<file path="src/rtl/instr_fetch_pkg.sv">
// Shared types for the instruction fetch unit: word width, fetch FSM states
// and the {pc, instruction} pair held in the prefetch buffer.
package instr_fetch_pkg;

    localparam int XLEN = 32;

    typedef enum logic [0:0] {
        RUN  = 1'b0,
        HALT = 1'b1
    } fetch_state_t;

    typedef struct packed {
        logic [XLEN-1:0] pc;
        logic [XLEN-1:0] data;
    } fetch_entry_t;

endpackage

</file>
<file path="src/rtl/instr_fifo.sv">
// Prefetch buffer: DEPTH entries of {pc, instruction} with push, pop and flush.
// The head reads as zero while empty so the core never sees stale words.
module instr_fifo
    import instr_fetch_pkg::*;
#(
    parameter  int DEPTH = 4,
    localparam int CW    = $clog2(DEPTH) + 1
) (
    input  logic         clk,
    input  logic         rst_n,
    input  logic         push,
    input  fetch_entry_t push_entry,
    input  logic         pop,
    input  logic         flush,
    output fetch_entry_t head,
    output logic [CW-1:0] count,
    output logic         empty
);

    localparam int AW = $clog2(DEPTH);

    fetch_entry_t  mem [DEPTH];
    logic [AW-1:0] rd_ptr;
    logic [AW-1:0] wr_ptr;
    logic          full;
    logic          do_push;
    logic          do_pop;

    assign empty   = (count == '0);
    assign full    = (count == CW'(DEPTH));
    assign do_pop  = pop && !empty;
    assign do_push = push && (!full || do_pop);
    assign head    = empty ? '0 : mem[rd_ptr];

    // Flush has priority: a redirect discards both the stored words and any same-cycle push/pop.
    always_ff @(posedge clk or negedge rst_n) begin
        if (!rst_n) begin
            rd_ptr <= '0;
            wr_ptr <= '0;
            count  <= '0;
        end else if (flush) begin
            rd_ptr <= '0;
            wr_ptr <= '0;
            count  <= '0;
        end else begin
            if (do_push) wr_ptr <= wr_ptr + AW'(1);
            if (do_pop)  rd_ptr <= rd_ptr + AW'(1);
            case ({do_push, do_pop})
                2'b10:   count <= count + CW'(1);
                2'b01:   count <= count - CW'(1);
                default: count <= count;
            endcase
        end
    end

    always_ff @(posedge clk) begin
        if (do_push && !flush) mem[wr_ptr] <= push_entry;
    end

endmodule

</file>
<file path="src/rtl/instr_fetch.sv">
// Instruction fetch unit: credit-limited requests, in-order response tagging,
// redirect flush with in-flight drop. Optional stop address: INSTR_FETCH_STOP_EN.
module instr_fetch
    import instr_fetch_pkg::*;
#(
    parameter int              DEPTH    = 4,
    parameter logic [XLEN-1:0] RESET_PC = 32'h0
) (
    input  logic            clk,
    input  logic            rst_n,
    output logic            mem_req,
    output logic [XLEN-1:0] mem_addr,
    input  logic            mem_gnt,
    input  logic            mem_rvalid,
    input  logic [XLEN-1:0] mem_rdata,
    input  logic            redirect,
    input  logic [XLEN-1:0] redirect_pc,
    output logic            instr_valid,
    output logic [XLEN-1:0] instr_data,
    output logic [XLEN-1:0] instr_pc,
    input  logic            instr_ready
`ifdef INSTR_FETCH_STOP_EN
    ,
    input  logic [XLEN-1:0] last_pc
`endif
);

    localparam int CW = $clog2(DEPTH) + 1;

    fetch_state_t    state;
    logic [XLEN-1:0] fetch_pc;
    logic [XLEN-1:0] resp_pc;
    logic [CW-1:0]   inflight;
    logic [CW-1:0]   inflight_next;
    logic [CW-1:0]   drop_cnt;
    logic [CW-1:0]   count;
    logic [CW:0]     credit_used;
    logic            grant;
    logic            keep;
    logic            pop;
    logic            stop_hit;
    logic            fifo_empty;
    fetch_entry_t    push_entry;
    fetch_entry_t    head;

    // Every outstanding request already owns a FIFO slot, so the buffer can never overflow.
    assign credit_used = {1'b0, inflight} + {1'b0, count};
    assign mem_req     = (credit_used < (CW+1)'(DEPTH)) && (state == RUN);
    assign mem_addr    = fetch_pc;
    assign grant       = mem_req && mem_gnt;
    assign keep        = mem_rvalid && (drop_cnt == '0) && !redirect;
    assign pop         = instr_valid && instr_ready && !redirect;
    assign push_entry  = '{pc: resp_pc, data: mem_rdata};

`ifdef INSTR_FETCH_STOP_EN
    assign stop_hit = grant && (fetch_pc == last_pc);
`else
    assign stop_hit = 1'b0;
`endif

    always_comb begin
        inflight_next = inflight;
        case ({grant, mem_rvalid})
            2'b10:   inflight_next = inflight + CW'(1);
            2'b01:   inflight_next = inflight - CW'(1);
            default: inflight_next = inflight;
        endcase
    end

    // On redirect everything still outstanding, including this cycle's grant, becomes a drop.
    always_ff @(posedge clk or negedge rst_n) begin
        if (!rst_n) begin
            state    <= RUN;
            fetch_pc <= RESET_PC;
            resp_pc  <= RESET_PC;
            inflight <= '0;
            drop_cnt <= '0;
        end else begin
            inflight <= inflight_next;
            if (redirect) begin
                state    <= RUN;
                fetch_pc <= redirect_pc;
                resp_pc  <= redirect_pc;
                drop_cnt <= inflight_next;
            end else begin
                if (grant) fetch_pc <= fetch_pc + XLEN'(1);
                if (mem_rvalid) begin
                    if (drop_cnt != '0) drop_cnt <= drop_cnt - CW'(1);
                    else                resp_pc  <= resp_pc + XLEN'(1);
                end
                if (stop_hit) state <= HALT;
            end
        end
    end

    instr_fifo #(
        .DEPTH(DEPTH)
    ) u_fifo (
        .clk       (clk),
        .rst_n     (rst_n),
        .push      (keep),
        .push_entry(push_entry),
        .pop       (pop),
        .flush     (redirect),
        .head      (head),
        .count     (count),
        .empty     (fifo_empty)
    );

    assign instr_valid = !fifo_empty;
    assign instr_pc    = head.pc;
    assign instr_data  = head.data;

endmodule

</file>
<file path="config.mk">
export PLATFORM = sky130hd
export DESIGN_NAME = instr_fetch
export DESIGN_NICKNAME = d
export VERILOG_FILES = /design/src/rtl/instr_fetch_pkg.sv /design/src/rtl/instr_fifo.sv /design/src/rtl/instr_fetch.sv
export SDC_FILE = /design/constraint.sdc
export NUM_CORES = 1
export LEC_CHECK = 0
export CORE_UTILIZATION = 32
export CTS_CLUSTER_DIAMETER = 80
export CTS_CLUSTER_SIZE = 40
export DETAILED_ROUTE_END_ITERATION = 10
export SETUP_SLACK_MARGIN = 0.2
export SLEW_MARGIN = 20
export SYNTH_ARGS = -nofsm -noshare
export SYNTH_HDL_FRONTEND = slang
export SYNTH_SLANG_ARGS = --single-unit
</file>
<file path="constraint.sdc">
create_clock -name clk -period 3.55 [get_ports clk]
set_clock_uncertainty 0.05 [all_clocks]
set_input_delay 0.5325 -clock clk [delete_from_list [all_inputs] [get_ports clk]]
set_output_delay 0.5325 -clock clk [all_outputs]
set_load 0.05 [all_outputs]
</file>
==> flow_summary.yaml, run 1 <==
run_status:
  run_status: "complete, no violations"
place:
  dp_worst_setup_slack_ns: 0.594
  place.detailed.hpwl_mm: 21.6
  numPlacedInstances: 1576
  io_buffers: 167
  placer_congestion: 0.775
  total_placed_instance_area_mm2: 0.0167
final_layout:
  post_route_cells_drive_above_1_share_pct: 18.3
  layoutNonFillerInstCount: 1609
  finalNetCount: 1094
  nFillCells: 4010
  final_design_area_no_fill_mm2: 0.0174
  area_growth_pct: 23.6
floorplanning:
  site_rows: 76
  start_util_pct: 32.5
  die_height_um: 212
  boundaryPins: 168
  die_ar_mm2: 0.0448
  die_extent_in_x_um: 212
  fp.coreArea_mm2: 0.0432
yosys:
  ys_async_sr_fraction_pct: 23.1
  syn_inst: 830
  post_synthesis_average_cell_area_um2: 16.9
  count_of_flip_flops_with_a_built_in_enable_after_synthesis: 256
  post_synth_instance_area_mm2: 0.0141
  synth_ff_type: "sky130_fd_sc_hd__edfxtp_1"
  ys_seq_elements: 333
  ys_types: 38
  synth_top_cell_by_area: "sky130_fd_sc_hd__edfxtp_1"
  mappedNetlistNets: 913
  synth.area.top_cells: "sky130_fd_sc_hd__edfxtp_1, sky130_fd_sc_hd__dfrtp_1, sky130_fd_sc_hd__mux4_2"
  synth_seq_area_share_pct: 68.4
  yosys_synthesis_warning_count: 0
  post-synth-top-area-fraction_pct: 54.7
routing:
  drcViolationCount: 0
  route.vias.total: 7705
  drt-initial-drc-count: 359
  drt.antenna.violating_nets: 0
  detailedRoute.firstPassIterationCount: 4
  viasPerCell: 4.79
  routed_wirelength_mm: 31.3
  post_drt_wl_per_cell_um: 19.5
global_route:
  grt_first_pass_wirelength_mm: 48.1
  grt_max_degree: 73
  first_global_vias: 7888
  grt_util_all_layers_pct: 14.2
  number_of_antenna_violations_at_the_first_check_in_global_routing: 2
  gr-total-overflow: 0
worst_setup_path:
  critical_path_required_ns: 2.97
  start_kind: "flop"
  timing.setup.critical_path_class: "reg -> out"
  critPathArrivalTime_ns: 2.66
  timing.critical_path.to_type: "primary output"
  critical-path-max-stage-delay_ns: 0.70
  highest_fanout_seen_on_the_critical_path: 14
  reg2reg_slack_ns: 0.67
  crit_slowest_cell: "sky130_fd_sc_hd__clkdlybuf4s50_1"
  crit_chain: "mux4_2, and2_1, clkdlybuf4s50_1"
timing:
  layout_min_cycle_time_ns: 3.25
  finalHoldViolCount: 0
  worst_rel_slew_slack_pct: 33.8
  period_share_pct: 91.4
  setup-tns-final_ns: 0
  report.final.setup_viol: 0
  maximum_clock_rate_mhz: 308
  setup_repair_after_global_routing_missed_its_margin: "false"
  worst_slew_pin_slew_ns: 0.993
  final_max_slew_viol_count: 0
  timing.final.ws_setup_ns: 0.304
cts:
  ctsHtreeMaxLevel: 1
  cts_hold_buf: 0
  numClockSinks: 333
  clk_pin_slew_ns: 0.12
  clk-insertion-delay-late_ns: 0.53
  clock_tree.buffer_depth: 3
  cts-root-buf: "sky130_fd_sc_hd__clkbuf_16"
  cts_inserted_buffers: 18
  cts_tree: "done"
  post-cts-setup-buffer-count: 0
worst_hold_path:
  hold_path.class: "in -> async"
power:
  vdd.ir_drop.worst_uv: 427
  total_power_mw: 11.3
  p_leak_nw: 6.08
  power.density_mw_per_mm2: 652
job:
  cap_violations: 0
## layout by cell type, fill, tap and decap left out, drive strengths merged, types with 5 or more instances in the layout
master / n
a21boi: 8
a21oi: 9
and2: 71
and3: 9
and4: 11
buf: 30
clkbuf: 20
clkdlybuf4s50: 103
clkinv: 7
dfrtp: 77
dlygate4sd2: 61
edfxtp: 256
ha: 11
inv: 16
mux2: 49
mux4: 64
nand2: 31
nand2b: 5
nand3: 23
nand4: 17
nor2: 26
nor3: 13
nor4: 16
xnor2: 34
xor2: 37
## metrics by stage
step                utilization (%)  hold slack (ns)
floorplan                         -            0.187
global placement               38.8            0.432
detailed placement             38.8            0.442
CTS                            40.2            0.127
global route                   40.2            0.135
finish                         40.2           0.0744
## area by class of cell
type	count	area, um^2	share of cell area, %
Timing Repair Buffer	196	2000	11.5
Tap cell	585	732	4.21
Sequential cell	333	9620	55.4
Clock inverter	12	221	1.28
Antenna cell	1	2.50	0.0144
Inverter	11	41.3	0.238
Multi-Input combinational cell	451	4270	24.6
Clock buffer	20	479	2.76
## cell families (layout without fill, tap and decap cells)
group / count (synthesis) / after routing / synth area share (%)
buffers and inverters: 46 / 239 / 1.28
muxes: 116 / 116 / 14.4
adders and majority gates: 13 / 13 / 1.26
AOI/OAI and AO/OA: 24 / 24 / 1.06
xor gates and xnor gates: 71 / 71 / 4.43
other: 0 / 1 / 0
DFF: 333 / 333 / 68.4
and+or+nand+nor: 227 / 227 / 9.15
## cell usage after synthesis (all sizes together) (2+ instances only)
library cell and count:
edfxtp 256, dfrtp 77, and2 71, mux4 64
mux2 49, xor2 37, xnor2 34, nand2 31
nor2 26, clkbuf 24, nand3 23, nand4 17
nor4 16, nor3 13, and4 11, buf 11
ha 11, inv 11, a21oi 9, and3 9
a21boi 8, nand2b 5, mux2i 3, o21ai 3
a31oi 2, fa 2
## final timing paths
path	depth (start not counted)	from	to
max	3	u_fifo.rd_ptr[0]	instr_pc[11]
min	1	rst_n	mem_addr[14]
max reg2reg	12	u_fifo.count[2]	drop_cnt[2]
min reg2reg	1	inflight[2]	inflight[2]
max in group asynchronous	1	rst_n	u_fifo.rd_ptr[0]
min in group clk	1	inflight[2]	inflight[2]
## worst max-delay path: cells and delay by family (launching register included)
kind | cells | cell delay [ns]
buffers and inverters | 1 | 0.70
DFF | 1 | 0.64
muxes | 1 | 0.60
and+or+nand+nor | 1 | 0.18
## state kept, by name, indices dropped and copies added (netlist names)
signal and flops:
u_fifo.mem 256, mem_addr 32, resp_pc 32, drop_cnt 3
inflight 3, u_fifo.count 3, u_fifo.rd_ptr 2, u_fifo.wr_ptr 2
## per-layer routing
layer | part of all wire, % | GRT usage [%]
met5 | 0 | 0
met4 | 1.4 | 2.92
met3 | 5.1 | 2.36
met2 | 46 | 22.5
met1 | 47 | 20.5
## what timing repair did
item / CTS / global route
gates cloned: 0 / 0
endpoints found under the setup margin: 61 / 2
resized for setup: 61 / 2
## where the power goes
part           internal [mW]  total (mW)  switching (mW)  leakage, nW
clock                   1.11        2.58            1.47        0.329
sequential              4.47        4.76           0.289         3.21
combinational           1.52        4.00            2.48         2.54
total                   7.10        11.3            4.24         6.08
No activity file was read; power rests on OpenSTA's default activity.
==> inputs of run 2 (changes only) <==
CAP_MARGIN = 20   (was not set)
==> results of run 2 <==
Same layout as run 1: the final DEF is identical, and so are final timing and power.
==> inputs of run 3 (changes only) <==
SETUP_SLACK_MARGIN = 0.5   (was 0.2)
==> flow_summary.yaml, run 3 (same netlist as run 1, synthesis figures left out) <==
routing:
  routed_wirelength_mm: 31.5
  route.vias.total: 7719
  drt-initial-drc-count: 353
  viasPerCell: 4.77
  drcViolationCount: 0
  drt.antenna.violating_nets: 0
  detailedRoute.firstPassIterationCount: 4
  post_drt_wl_per_cell_um: 19.5
timing:
  worst_rel_slew_slack_pct: 34.2
  setup_repair_after_global_routing_missed_its_margin: "false"
  final_max_slew_viol_count: 0
  period_share_pct: 83.8
  report.final.setup_viol: 0
  holdWs_ns: 0.0688
  timing.final.ws_setup_ns: 0.574
  finalHoldViolCount: 0
  layout_min_cycle_time_ns: 2.98
  worst_slew_pin_slew_ns: 0.986
  setup-tns-final_ns: 0
  maximum_clock_rate_mhz: 336
final_layout:
  layout_commonest_cell: "sky130_fd_sc_hd__edfxtp_1"
  layoutNonFillerInstCount: 1617
  final_design_area_no_fill_mm2: 0.0173
  final_core_utilization_pct: 40.1
  post_route_cells_drive_above_1_share_pct: 24.4
  most-common-layout-cells: "sky130_fd_sc_hd__edfxtp_1, sky130_fd_sc_hd__clkdlybuf4s50_1, sky130_fd_sc_hd__dfrtp_1"
  regMostFlops: "u_fifo.mem"
  finalNetCount: 1102
  area_growth_pct: 23.2
  largest_reg_flops: 256
floorplanning:
  boundaryPins: 168
  die_ar_mm2: 0.0448
  site_rows: 76
  start_util_pct: 32.5
  fp.coreArea_mm2: 0.0432
  die_height_um: 212
  die_extent_in_x_um: 212
place:
  placer_congestion: 0.775
  dp_worst_setup_slack_ns: 0.594
  numPlacedInstances: 1576
  io_buffers: 167
  total_placed_instance_area_mm2: 0.0167
  place.detailed.hpwl_mm: 21.6
global_route:
  number_of_antenna_violations_at_the_first_check_in_global_routing: 2
  gr-total-overflow: 0
  grt_first_pass_wirelength_mm: 48.3
  grt_max_degree: 73
  grt_util_all_layers_pct: 14.2
  first_global_vias: 7925
job:
  cap_violations: 0
worst_setup_path:
  crit_chain: "buf_12, buf_4, mux4_2, and2_1, clkdlybuf4s15_2"
  highest_fanout_seen_on_the_critical_path: 8
  start_kind: "flop"
  timing.critical_path.max_delay_family: "buffers and inverters"
  timing.setup.critical_path_class: "reg -> out"
  critical_path_required_ns: 2.97
  timing.critical_path.to_type: "primary output"
  critPathArrivalTime_ns: 2.39
  cp.buffers_inverters: 3
  crit_slowest_cell: "sky130_fd_sc_hd__dfrtp_4"
  critical-path-max-stage-delay_ns: 0.57
cts:
  cts_tree: "done"
  cts_inserted_buffers: 18
  clock_tree.buffer_depth: 3
  ctsHtreeMaxLevel: 1
  clk_pin_slew_ns: 0.12
  numClockSinks: 333
  cts_hold_buf: 0
  clk-insertion-delay-late_ns: 0.53
  cts-root-buf: "sky130_fd_sc_hd__clkbuf_16"
power:
  power.density_mw_per_mm2: 659
  p_leak_nw: 5.96
  vdd.ir_drop.worst_uv: 448
  total_power_mw: 11.4
run_status:
  run_status: "complete, no violations"
worst_hold_path:
  hold_path.class: "in -> async"
run 3: cell count changes in the layout (fill, tap and decap cells not counted), sizes merged:
cell | previous run | this run
dlygate4sd2 | 61 | 10
dlymetal6s2s | 2 | 0
clkbuf | 20 | 24
buf | 30 | 77
clkdlybuf4s15 | 0 | 13
clkdlybuf4s50 | 103 | 100
run 3: worst paths after layout:
check / start / endpoint / slack, ns / cells after the start
max: u_fifo.rd_ptr[0] / instr_pc[25] / 0.57 / 5
min: rst_n / mem_addr[14] / 0.07 / 1
max reg2reg: u_fifo.count[2] / drop_cnt[2] / 0.75 / 12
min reg2reg: inflight[2] / inflight[2] / 0.46 / 1
max in group asynchronous: rst_n / u_fifo.rd_ptr[0] / 2.61 / 1
min in group clk: inflight[2] / inflight[2] / 0.46 / 1
run 3: cell type report:
class,instances,area (um^2)
flip-flops and latches,333,9620
multi-input cells,451,4280
diodes,1,2.50
well taps,585,732
fillers,4048,25900
repair buffers,204,1940
clock buffers,20,479
clock inverters,12,221
inverters,11,41.3
run 3: worst register-to-register path, stage by stage, from the launching register on:
cell	delay [ns]
sky130_fd_sc_hd__dfrtp_1	0.46
sky130_fd_sc_hd__ha_1	0.30
sky130_fd_sc_hd__nor3_2	0.17
sky130_fd_sc_hd__buf_4	0.18
sky130_fd_sc_hd__and2_1	0.18
sky130_fd_sc_hd__nand2_1	0.14
sky130_fd_sc_hd__ha_1	0.25
sky130_fd_sc_hd__fa_1	0.38
sky130_fd_sc_hd__xnor2_1	0.13
sky130_fd_sc_hd__nor2_1	0.14
sky130_fd_sc_hd__xor2_1	0.20
sky130_fd_sc_hd__nand2_1	0.07
sky130_fd_sc_hd__o21ai_0	0.07
run 3: routing by layer:
metal  vias to the layer above  share of wire [%]  global-route usage, %
met5                         -                  0                      0
met4                         0                1.6                   2.92
met3                        30                5.1                   2.34
met2                       179                 46                   22.6
met1                      3957                 47                   20.5
li1                       3553                  -                      -
run 3: timing repair:
item,CTS,global route
pin swaps,0,0
endpoints found under the setup margin,66,41
cloned,0,0
buffers inserted,6,2
gates resized for setup,208,51
run 3: power breakdown:
group | leakage (nW) | switching [mW] | total (mW) | internal (mW)
combinational | 2.43 | 2.53 | 4.09 | 1.56
clock | 0.329 | 1.47 | 2.58 | 1.11
sequential | 3.21 | 0.265 | 4.73 | 4.47
